--- config.mk ---
export PLATFORM = sky130hd
export DESIGN_NAME = multi_door_controller
export DESIGN_NICKNAME = d
export VERILOG_FILES = /design/src/rtl/door_ctrl_pkg.sv /design/src/rtl/door_channel.sv /design/src/rtl/multi_door_controller.sv
export SDC_FILE = /design/constraint.sdc
export NUM_CORES = 1
export LEC_CHECK = 0
export CAP_MARGIN = 20
export CORE_ASPECT_RATIO = 0.5
export CORE_MARGIN = 3
export CORE_UTILIZATION = 48
export CTS_CLUSTER_SIZE = 25
export DETAILED_ROUTE_END_ITERATION = 10
export GPL_TIMING_DRIVEN = 0
export PLACE_DENSITY = 0.69
export SETUP_SLACK_MARGIN = 0.02
export SLEW_MARGIN = 40
export SYNTH_ARGS = -nofsm -noshare
export SYNTH_HDL_FRONTEND = slang
export SYNTH_HIERARCHICAL = 1
export SYNTH_SLANG_ARGS = --single-unit
--- constraint.sdc ---
create_clock -name clk -period 4.49 [get_ports clk]
set_clock_uncertainty 0.1 [all_clocks]
set_input_delay 0.898 -clock clk [delete_from_list [all_inputs] [get_ports clk]]
set_output_delay 0.898 -clock clk [all_outputs]
set_load 0.1 [all_outputs]
--- src/rtl/door_ctrl_pkg.sv ---
// Shared types for the multi-channel door controller.
//   door_mode_e  : global mode (AUTO, FORCE_OPEN, FORCE_CLOSED)
//   door_state_e : per-channel door FSM state (CLOSED, OPEN, HOLD)
//   decode_mode  : maps the raw 2-bit mode input, folding 2'b11 into AUTO
package door_ctrl_pkg;

    localparam int unsigned MODE_W = 2;

    typedef enum logic [MODE_W-1:0] {
        AUTO         = 2'b00,
        FORCE_OPEN   = 2'b01,
        FORCE_CLOSED = 2'b10
    } door_mode_e;

    typedef enum logic [1:0] {
        CLOSED = 2'b00,
        OPEN   = 2'b01,
        HOLD   = 2'b10
    } door_state_e;

    // The unused encoding 2'b11 behaves exactly like AUTO.
    function automatic door_mode_e decode_mode(input logic [MODE_W-1:0] raw);
        door_mode_e m;
        case (raw)
            2'b01:   m = FORCE_OPEN;
            2'b10:   m = FORCE_CLOSED;
            default: m = AUTO;
        endcase
        return m;
    endfunction

endpackage

--- src/rtl/door_channel.sv ---
// One door channel: mat debouncer, CLOSED/OPEN/HOLD FSM with close delay,
// and the registered rising-edge pulse of the door-open command.
//   clk, rst      : clock, synchronous active-high reset
//   i_mat         : raw mat level (already synchronous)
//   i_mode        : decoded global mode
//   o_door_open   : door open command (state != CLOSED)
//   o_open_pulse  : one-cycle pulse on the first cycle o_door_open is high
module door_channel
    import door_ctrl_pkg::*;
#(
    parameter int unsigned DEBOUNCE_CYCLES = 3,
    parameter int unsigned HOLD_CYCLES     = 8
) (
    input  logic       clk,
    input  logic       rst,
    input  logic       i_mat,
    input  door_mode_e i_mode,
    output logic       o_door_open,
    output logic       o_open_pulse
);

    localparam int unsigned DCNT_W = $clog2(DEBOUNCE_CYCLES + 1);
    localparam int unsigned HCNT_W = $clog2(HOLD_CYCLES + 1);
    localparam logic [DCNT_W-1:0] DCNT_LAST = DCNT_W'(DEBOUNCE_CYCLES - 1);
    localparam logic [HCNT_W-1:0] HCNT_LOAD = HCNT_W'(HOLD_CYCLES - 1);

    logic              r_deb;
    logic [DCNT_W-1:0] r_dcnt;
    door_state_e       r_state;
    logic [HCNT_W-1:0] r_hcnt;
    logic              r_pulse;

    door_state_e       w_state_nxt;
    logic [HCNT_W-1:0] w_hcnt_nxt;
    logic              w_pulse_nxt;

    // Debouncer: flip only after DEBOUNCE_CYCLES consecutive differing samples.
    always_ff @(posedge clk) begin
        if (rst) begin
            r_deb  <= 1'b0;
            r_dcnt <= '0;
        end else if (i_mat != r_deb) begin
            if (r_dcnt == DCNT_LAST) begin
                r_deb  <= i_mat;
                r_dcnt <= '0;
            end else begin
                r_dcnt <= r_dcnt + DCNT_W'(1);
            end
        end else begin
            r_dcnt <= '0;
        end
    end

    // FSM state, hold counter and pulse registers.
    always_ff @(posedge clk) begin
        if (rst) begin
            r_state <= CLOSED;
            r_hcnt  <= '0;
            r_pulse <= 1'b0;
        end else begin
            r_state <= w_state_nxt;
            r_hcnt  <= w_hcnt_nxt;
            r_pulse <= w_pulse_nxt;
        end
    end

    // Next-state logic; force modes override, AUTO resumes from current state.
    always_comb begin
        w_state_nxt = r_state;
        w_hcnt_nxt  = r_hcnt;
        case (i_mode)
            FORCE_OPEN: begin
                w_state_nxt = OPEN;
            end
            FORCE_CLOSED: begin
                w_state_nxt = CLOSED;
                w_hcnt_nxt  = '0;
            end
            default: begin
                case (r_state)
                    CLOSED: begin
                        if (r_deb) w_state_nxt = OPEN;
                    end
                    OPEN: begin
                        if (!r_deb) begin
                            w_state_nxt = HOLD;
                            w_hcnt_nxt  = HCNT_LOAD;
                        end
                    end
                    HOLD: begin
                        if (r_deb) begin
                            w_state_nxt = OPEN;
                        end else if (r_hcnt == '0) begin
                            w_state_nxt = CLOSED;
                        end else begin
                            w_hcnt_nxt = r_hcnt - HCNT_W'(1);
                        end
                    end
                    default: begin
                        w_state_nxt = CLOSED;
                        w_hcnt_nxt  = '0;
                    end
                endcase
            end
        endcase
        // Pulse lands in the same cycle the door first reads open.
        w_pulse_nxt = (r_state == CLOSED) && (w_state_nxt != CLOSED);
    end

    assign o_door_open  = (r_state != CLOSED);
    assign o_open_pulse = r_pulse;

endmodule

--- src/rtl/multi_door_controller.sv ---
// Multi-channel automatic door controller: NUM_DOORS independent channels
// plus a shared saturating count of door-open events.
//   clk, rst      : clock, synchronous active-high reset
//   sensor_mat    : per-door mat levels
//   mode          : 00 AUTO, 01 FORCE_OPEN, 10 FORCE_CLOSED, 11 AUTO
//   clear_count   : synchronous clear of total_opens (beats increment)
//   door_open     : per-door open command
//   open_pulse    : per-door one-cycle open pulse
//   total_opens   : saturating count of open pulses across all doors
module multi_door_controller
    import door_ctrl_pkg::*;
#(
    parameter int unsigned NUM_DOORS       = 4,
    parameter int unsigned DEBOUNCE_CYCLES = 3,
    parameter int unsigned HOLD_CYCLES     = 8,
    parameter int unsigned COUNT_W         = 16
) (
    input  logic                 clk,
    input  logic                 rst,
    input  logic [NUM_DOORS-1:0] sensor_mat,
    input  logic [MODE_W-1:0]    mode,
    input  logic                 clear_count,
    output logic [NUM_DOORS-1:0] door_open,
    output logic [NUM_DOORS-1:0] open_pulse,
    output logic [COUNT_W-1:0]   total_opens
);

    localparam int unsigned PC_W  = $clog2(NUM_DOORS + 1);
    localparam int unsigned SUM_W = ((COUNT_W > PC_W) ? COUNT_W : PC_W) + 1;
    localparam logic [SUM_W-1:0] SAT_VAL = SUM_W'({COUNT_W{1'b1}});

    door_mode_e            w_mode;
    logic [NUM_DOORS-1:0]  w_door_open;
    logic [NUM_DOORS-1:0]  w_open_pulse;
    logic [PC_W-1:0]       w_pc;
    logic [SUM_W-1:0]      w_sum;
    logic [COUNT_W-1:0]    r_total;

    assign w_mode = decode_mode(mode);

    for (genvar g = 0; g < NUM_DOORS; g++) begin : g_ch
        door_channel #(
            .DEBOUNCE_CYCLES (DEBOUNCE_CYCLES),
            .HOLD_CYCLES     (HOLD_CYCLES)
        ) u_ch (
            .clk          (clk),
            .rst          (rst),
            .i_mat        (sensor_mat[g]),
            .i_mode       (w_mode),
            .o_door_open  (w_door_open[g]),
            .o_open_pulse (w_open_pulse[g])
        );
    end

    // Number of doors pulsing this cycle.
    always_comb begin
        w_pc = '0;
        for (int unsigned i = 0; i < NUM_DOORS; i++) begin
            w_pc = w_pc + PC_W'(w_open_pulse[i]);
        end
        w_sum = SUM_W'(r_total) + SUM_W'(w_pc);
    end

    // Saturating event counter; a clear drops the same-cycle pulses.
    always_ff @(posedge clk) begin
        if (rst || clear_count) begin
            r_total <= '0;
        end else if (w_sum > SAT_VAL) begin
            r_total <= '1;
        end else begin
            r_total <= COUNT_W'(w_sum);
        end
    end

    assign door_open   = w_door_open;
    assign open_pulse  = w_open_pulse;
    assign total_opens = r_total;

endmodule

Word-level counts from Yosys, hierarchy flattened
Index checks and enable logic that the tools add are counted.

word-level totals
  logic and storage cells = 154
  output and inout bits = 24
  bits in registers = 56

operators by class
  muxes and demuxes = 46
  reduce and logical (&&, ||, !) cells = 33
  equal/unequal tests = 36
  order comparisons = 1
  $add $sub $neg = 12
  bitwise operators = 5

operator list
  kind                  number
  $mux 4                12
  $pmux 4 s3            4
  $ne 3x3->1 const B    12
  $mux 2                16
  $pmux 4 s2            4
  $pmux 2 s3            4
  $eq 2x2->1 const B    10
  $pmux 2 s2            5
  $reduce_and 5->1      4
  $add 16x3->17         1
  $gt 17x16->1 const B  1
  $logic_not 4->1       4
  $mux 16               1
  $reduce_bool 2->1     8
  $sub 4x1->4 const B   4
  $eq 2x1->1 const B    6
  $reduce_or 3->1       4
  $add 2x1->2 const B   4
  $logic_not 2->1       4
  $ne 2x2->1 const B    4
  $reduce_and 2->1      4
  $not 1->1             5
  $logic_and 1x1->1     4
  $ne 1x1->1            4
  4 further kinds       4

Longest topological paths before layout
  depth after elaboration = 7
  mapped depth = 9
  gate-level depth less buffers = 9

Cells and area by module
Netlist, hierarchy kept.

modules (own cells, without submodules)
  module                 cells an instance  sequential area each (sq um)  times used  area each (sq um)
  door_channel           78                 200.2                         4           663.1
  multi_door_controller  90                 320.3                         1           835.8

Worst setup path before layout
No wires, ideal clock.

  path kind = flip-flop to flip-flop
  from = register g_ch[0].u_ch.r_pulse
  to = register r_total[14], in the netlist total_opens[14]
  cell stages (with the launch flop) = 10
  data required time = 4.304 ns
  setup slack = 1.379 ns
  data arrival time = 2.925 ns
  period minus slack after synthesis = 3.111 ns
  path through = dfxtp_1 -> fa_1 -> inv_1 -> fa_1 -> inv_1 -> fa_1 -> nand4_1 -> nor3_1 -> a31oi_1 -> a211oi_1

on the way
  cells in the longest elaborated chain, start to end = 6

ends and longest elaborated chain
  what                    line                         text
  from (decl)             door_channel.sv:31           logic r_pulse;
  from (signal assigned)  door_channel.sv:63           r_pulse <= w_pulse_nxt;
  $add 1x1->2 *           multi_door_controller.sv:59  w_pc = w_pc + PC_W'(w_open_pulse[i]);
  $add 2x1->3 *           multi_door_controller.sv:59
  $add 3x1->3 *           multi_door_controller.sv:59
  $add 16x3->17 *         multi_door_controller.sv:61  w_sum = SUM_W'(r_total) + SUM_W'(w_pc);
  $gt 17x16->1            multi_door_controller.sv:68  end else if (w_sum > SAT_VAL) begin
  $mux 16 *               multi_door_controller.sv:68
  to (signal assigned)    multi_door_controller.sv:71  r_total <= COUNT_W'(w_sum);
  to (decl)               multi_door_controller.sv:37  logic [COUNT_W-1:0] r_total;

Every way passes the cells marked *; elsewhere a longest branch is shown, timed or not.
A chain may end at the register's enable or synchronous reset.

Worst setup path in the final report
  from = input port mode[0]
  to = register g_ch[2].u_ch.r_hcnt[1]

on the way
  cells in the longest elaborated chain, start to end = 5
  elaborated cells on any way between the ends = 12

ends and longest elaborated chain
  what                                                 line                         text
  from (decl)                                          multi_door_controller.sv:21  input logic [MODE_W-1:0] mode,
  $eq 2x2->1 or $eq 2x1->1 (tied branches)             door_ctrl_pkg.sv:24          case (raw)
  $pmux 2 s2 *                                         door_ctrl_pkg.sv:24
  named net w_mode[0]                                  multi_door_controller.sv:32  door_mode_e w_mode;
  $eq 2x2->1 or $eq 2x1->1 (tied branches)             door_channel.sv:71           case (i_mode)
  $ne 3x3->1 (no source line) (tied with other cells)  -
  $reduce_and 5->1 (no source line)                    -
  to (signal assigned)                                 door_channel.sv:62           r_hcnt <= w_hcnt_nxt;
  to (decl)                                            door_channel.sv:30           logic [HCNT_W-1:0] r_hcnt;

Mark *: on every way through the listed nets, which the timed path passes. The rest lies on a longest branch.

==> results.cfg <==
[layout]
nets = 490
area_growth_pct = 13.4
drive_gt1_share_pct = 12.4
final_cell_mix = dfxtp_1 (56), inv_1 (46), ha_1 (37), nor2_1 (32), a21oi_1 (27)
antenna_cells = 0
fin_util_pct = 57.7
final_common_cell = dfxtp_1

[timing]
setup_viol = 0
worstMarginPinSlew_ns = 0.579
rsz0062_at_grt = false
fin_setup_tns_ns = 0
final_hold_viol_count = 0
slew_headroom_pct = 61.3
maxSlewViolCount = 0
fmaxAchievable_mhz = 346
finalCritPeriodShare_pct = 64.4
period_needed_ns = 2.89

[worst_setup_path]
cp_data_arrival_time_ns = 3.02
cp-endpoint = g_ch[2].u_ch/r_hcnt[1]
cp-start-kind = input port
path_depth = 7
cp_top_family = simple AND/OR/NAND/NOR gates
worst-setup-path-type = in2reg
cp_max_fo = 8
crit_buf_inv = 2
crit_path_end_kind = flip-flop
max_stage_delay_ns = 0.49
cp.required_ns = 4.62
path_cells = clkdlybuf4s50_1, nor2b_1, inv_1, ha_1, nor4b_1, nand2_1, o2bb2ai_1
regToRegStartpoint = g_ch[0].u_ch/o_open_pulse
slowest_stage = nor2b_1
startpoint = mode[0]
r2r_cells = 9
worstReg2RegEnd = total_opens[14]
r2r_setup_slack_ns = 1.63

[power_and_ir_drop]
p_int_w = 0.000791
p_sw_w = 0.000323
pwr-share-seq_pct = 46.5
p_sw_share_pct = 29.0
combinationalPowerShare_pct = 16.5
powerDensity_mw_per_mm2 = 282
p_leak_nw = 1.57
peakVddDrop_mv = 0.167
clock_power_share_pct = 37.0

[synthesis]
synth_cells = 402
synth_seq_cells = 56
synth_fa_ha_area_share_pct = 15.0
yosysWarnings = 6
synth_fp_nets = 451
yosys.area_share.simple_pct = 21.6
synth_compound_area_share_pct = 20.3
synth_mux_area_share_pct = 1.15
synth_xor_area_share_pct = 3.01
async_flop_share_pct = 0
synth_area_mm2 = 0.00349
synthFlopType = dfxtp_1
synth_top_family_by_area = simple AND/OR/NAND/NOR gates
synth-edff-count = 0
avgSynthCellArea_um2 = 8.68
yosysSeqAreaShare_pct = 32.1
ys_types = 47

[hold_path]
min_from = g_ch[2].u_ch/r_dcnt[0]
min_path_type = reg2reg

[grt]
grt_max_degree = 18
grt_pass1_vias = 2987
grt_util_all_layers_pct = 19.0
grt_overflow = 0
grt_pass1_wl_mm = 13.1
antenna_found_initial = 0

[floorplan]
initial_utilization_pct = 50.9
io_pins = 33
die-area_mm2 = 0.00839
core_area_mm2 = 0.00686
row_count = 21
die_w_um = 127
die_y_um = 66.3

[drt]
via_per_inst = 5.63
drtPass1Iterations = 4
drt_iter0_drc = 129
wl_per_cell_um = 14.2
vias = 3004
wl_mm = 7.57
drc_errors = 0
ant_nets = 0

[clock_network]
cts-hold-fix-buffers = 0
cts_resized = 0
cts_tree = done
clkTransAtPathRegs_ns = 0.07
htreeDepth = 2
clock_latency_ns = 0.30
root_buffer = clkbuf_16
numCtsBuffers = 5
cts_sinks = 56
cts_buffer_depth = 2
cts_setup_buffers = 0

[placed_design]
hpwlAfterDp_mm = 5.68
numPortBuffers = 32
gp_congestion = 0.922

[run_status]
status = finished clean

[flow_run]
cap_violations = 0
per-layer routing:
metal	up-vias	global-route usage [%]	routed length, µm
met5	-	0	0
met4	0	6.55	114
met3	12	4.76	467
met2	81	34.1	3530
met1	1400	22.4	3460
li1	1511	-	-
worst register-to-register path, delay by kind of cell, from the launching register on:
family                   cells  cell delay (ns)
buffers and inverters        2             0.14
flip-flops                   1             0.34
AO/OA/AOI/OAI                2             0.35
adder cells (fa/ha/maj)      3             1.16
AND/OR/NAND/NOR              2             0.71
registers in the layout, summed over array words and instances, names as in the netlist:
name and flops:
g_ch.u_ch/o_open_pulse 4, g_ch.u_ch/r_dcnt 8, g_ch.u_ch/r_deb 4, g_ch.u_ch/r_hcnt 16, g_ch.u_ch/r_state 8, total_opens 16
power by group through the flow:
| stage | sequential, W | combinational, W | clock, W |
|---|---|---|---|
| global route | 0.000521 | 0.000202 | 0.000446 |
| finish | 0.000519 | 0.000184 | 0.000412 |
| detailed placement | 0.000530 | 0.000183 | 0 |
| global placement | 0.000530 | 0.000184 | 0 |
| CTS | 0.000519 | 0.000184 | 0.000426 |
| floorplan | 0.000557 | 0.000114 | 0 |
worst min path at each step:
stage                                        end  cells after the start
final                     g_ch[2].u_ch/r_dcnt[0]                      1
after global routing      g_ch[1].u_ch/r_dcnt[0]                      1
after CTS                 g_ch[2].u_ch/r_dcnt[0]                      1
after detailed placement  g_ch[1].u_ch/r_dcnt[0]                      1
after global placement    g_ch[2].u_ch/r_dcnt[0]                      1
after floorplan           g_ch[0].u_ch/r_dcnt[0]                      1
area by class of cell:
type | instances | area [µm²]
Buffer | 11 | 63.8
Clock buffer | 6 | 139
Clock inverter | 2 | 13.8
Fill cell | 604 | 2900
Inverter | 46 | 173
Multi-Input combinational cell | 289 | 2130
Sequential cell | 56 | 1120
Tap cell | 92 | 115
Timing Repair Buffer | 32 | 200
per-stage QoR:
stage	total power, W	instance area [µm²]	hold WS (ns)	cells	worst slack [ns]
final	0.00111	3960	0.310	534	1.60
after global routing	0.00117	3960	0.339	534	1.33
after CTS	0.00113	3960	0.316	534	1.56
after detailed placement	0.000713	3800	0.303	526	1.27
after global placement	0.000714	3920	0.298	526	1.40
after floorplan	0.000671	3490	0.291	402	1.38
cell usage after synthesis, types with 2 or more instances:
cell | instances | area, µm²
a211oi_1 | 6 | 45.0
or3b_1 | 4 | 35.0
nand2b_1 | 8 | 50.1
nor4b_1 | 4 | 35.0
nor3_1 | 15 | 75.1
o2bb2ai_1 | 12 | 105
nand3_1 | 2 | 10.0
a211o_1 | 4 | 35.0
and3_1 | 3 | 18.8
dfxtp_1 | 56 | 1120
a21oi_1 | 27 | 135
or3_1 | 4 | 25.0
o2111ai_1 | 4 | 35.0
buf_4 | 4 | 30.0
o31ai_1 | 4 | 30.0
fa_1 | 3 | 60.1
nand4b_1 | 4 | 35.0
xnor2_1 | 8 | 70.1
a31oi_1 | 12 | 75.1
nand3b_1 | 4 | 30.0
ha_1 | 37 | 463
inv_1 | 46 | 173
a2111oi_0 | 4 | 35.0
nand2_1 | 10 | 37.5
nor2_1 | 32 | 120
o21ai_0 | 18 | 90.1
xor2_1 | 4 | 35.0
o21a_1 | 5 | 37.5
a31o_2 | 5 | 43.8
nand4_1 | 2 | 12.5
nor2b_1 | 15 | 93.8
nor3b_1 | 4 | 30.0
nor4_1 | 4 | 25.0
a21oi_2 | 4 | 35.0
mux2i_1 | 4 | 40.0
clkbuf_1 | 6 | 22.5
and4bb_2 | 4 | 50.1
cell families after synthesis:
| group | count (synthesis) |
|---|---|
| AO/OA/AOI/OAI | 106 |
| XOR/XNOR | 12 |
| adder cells (fa/ha/maj) | 40 |
| buffers and inverters | 57 |
| flip-flops | 56 |
| multiplexers | 4 |
| AND/OR/NAND/NOR | 127 |
(Power assumes the default switching activity.)
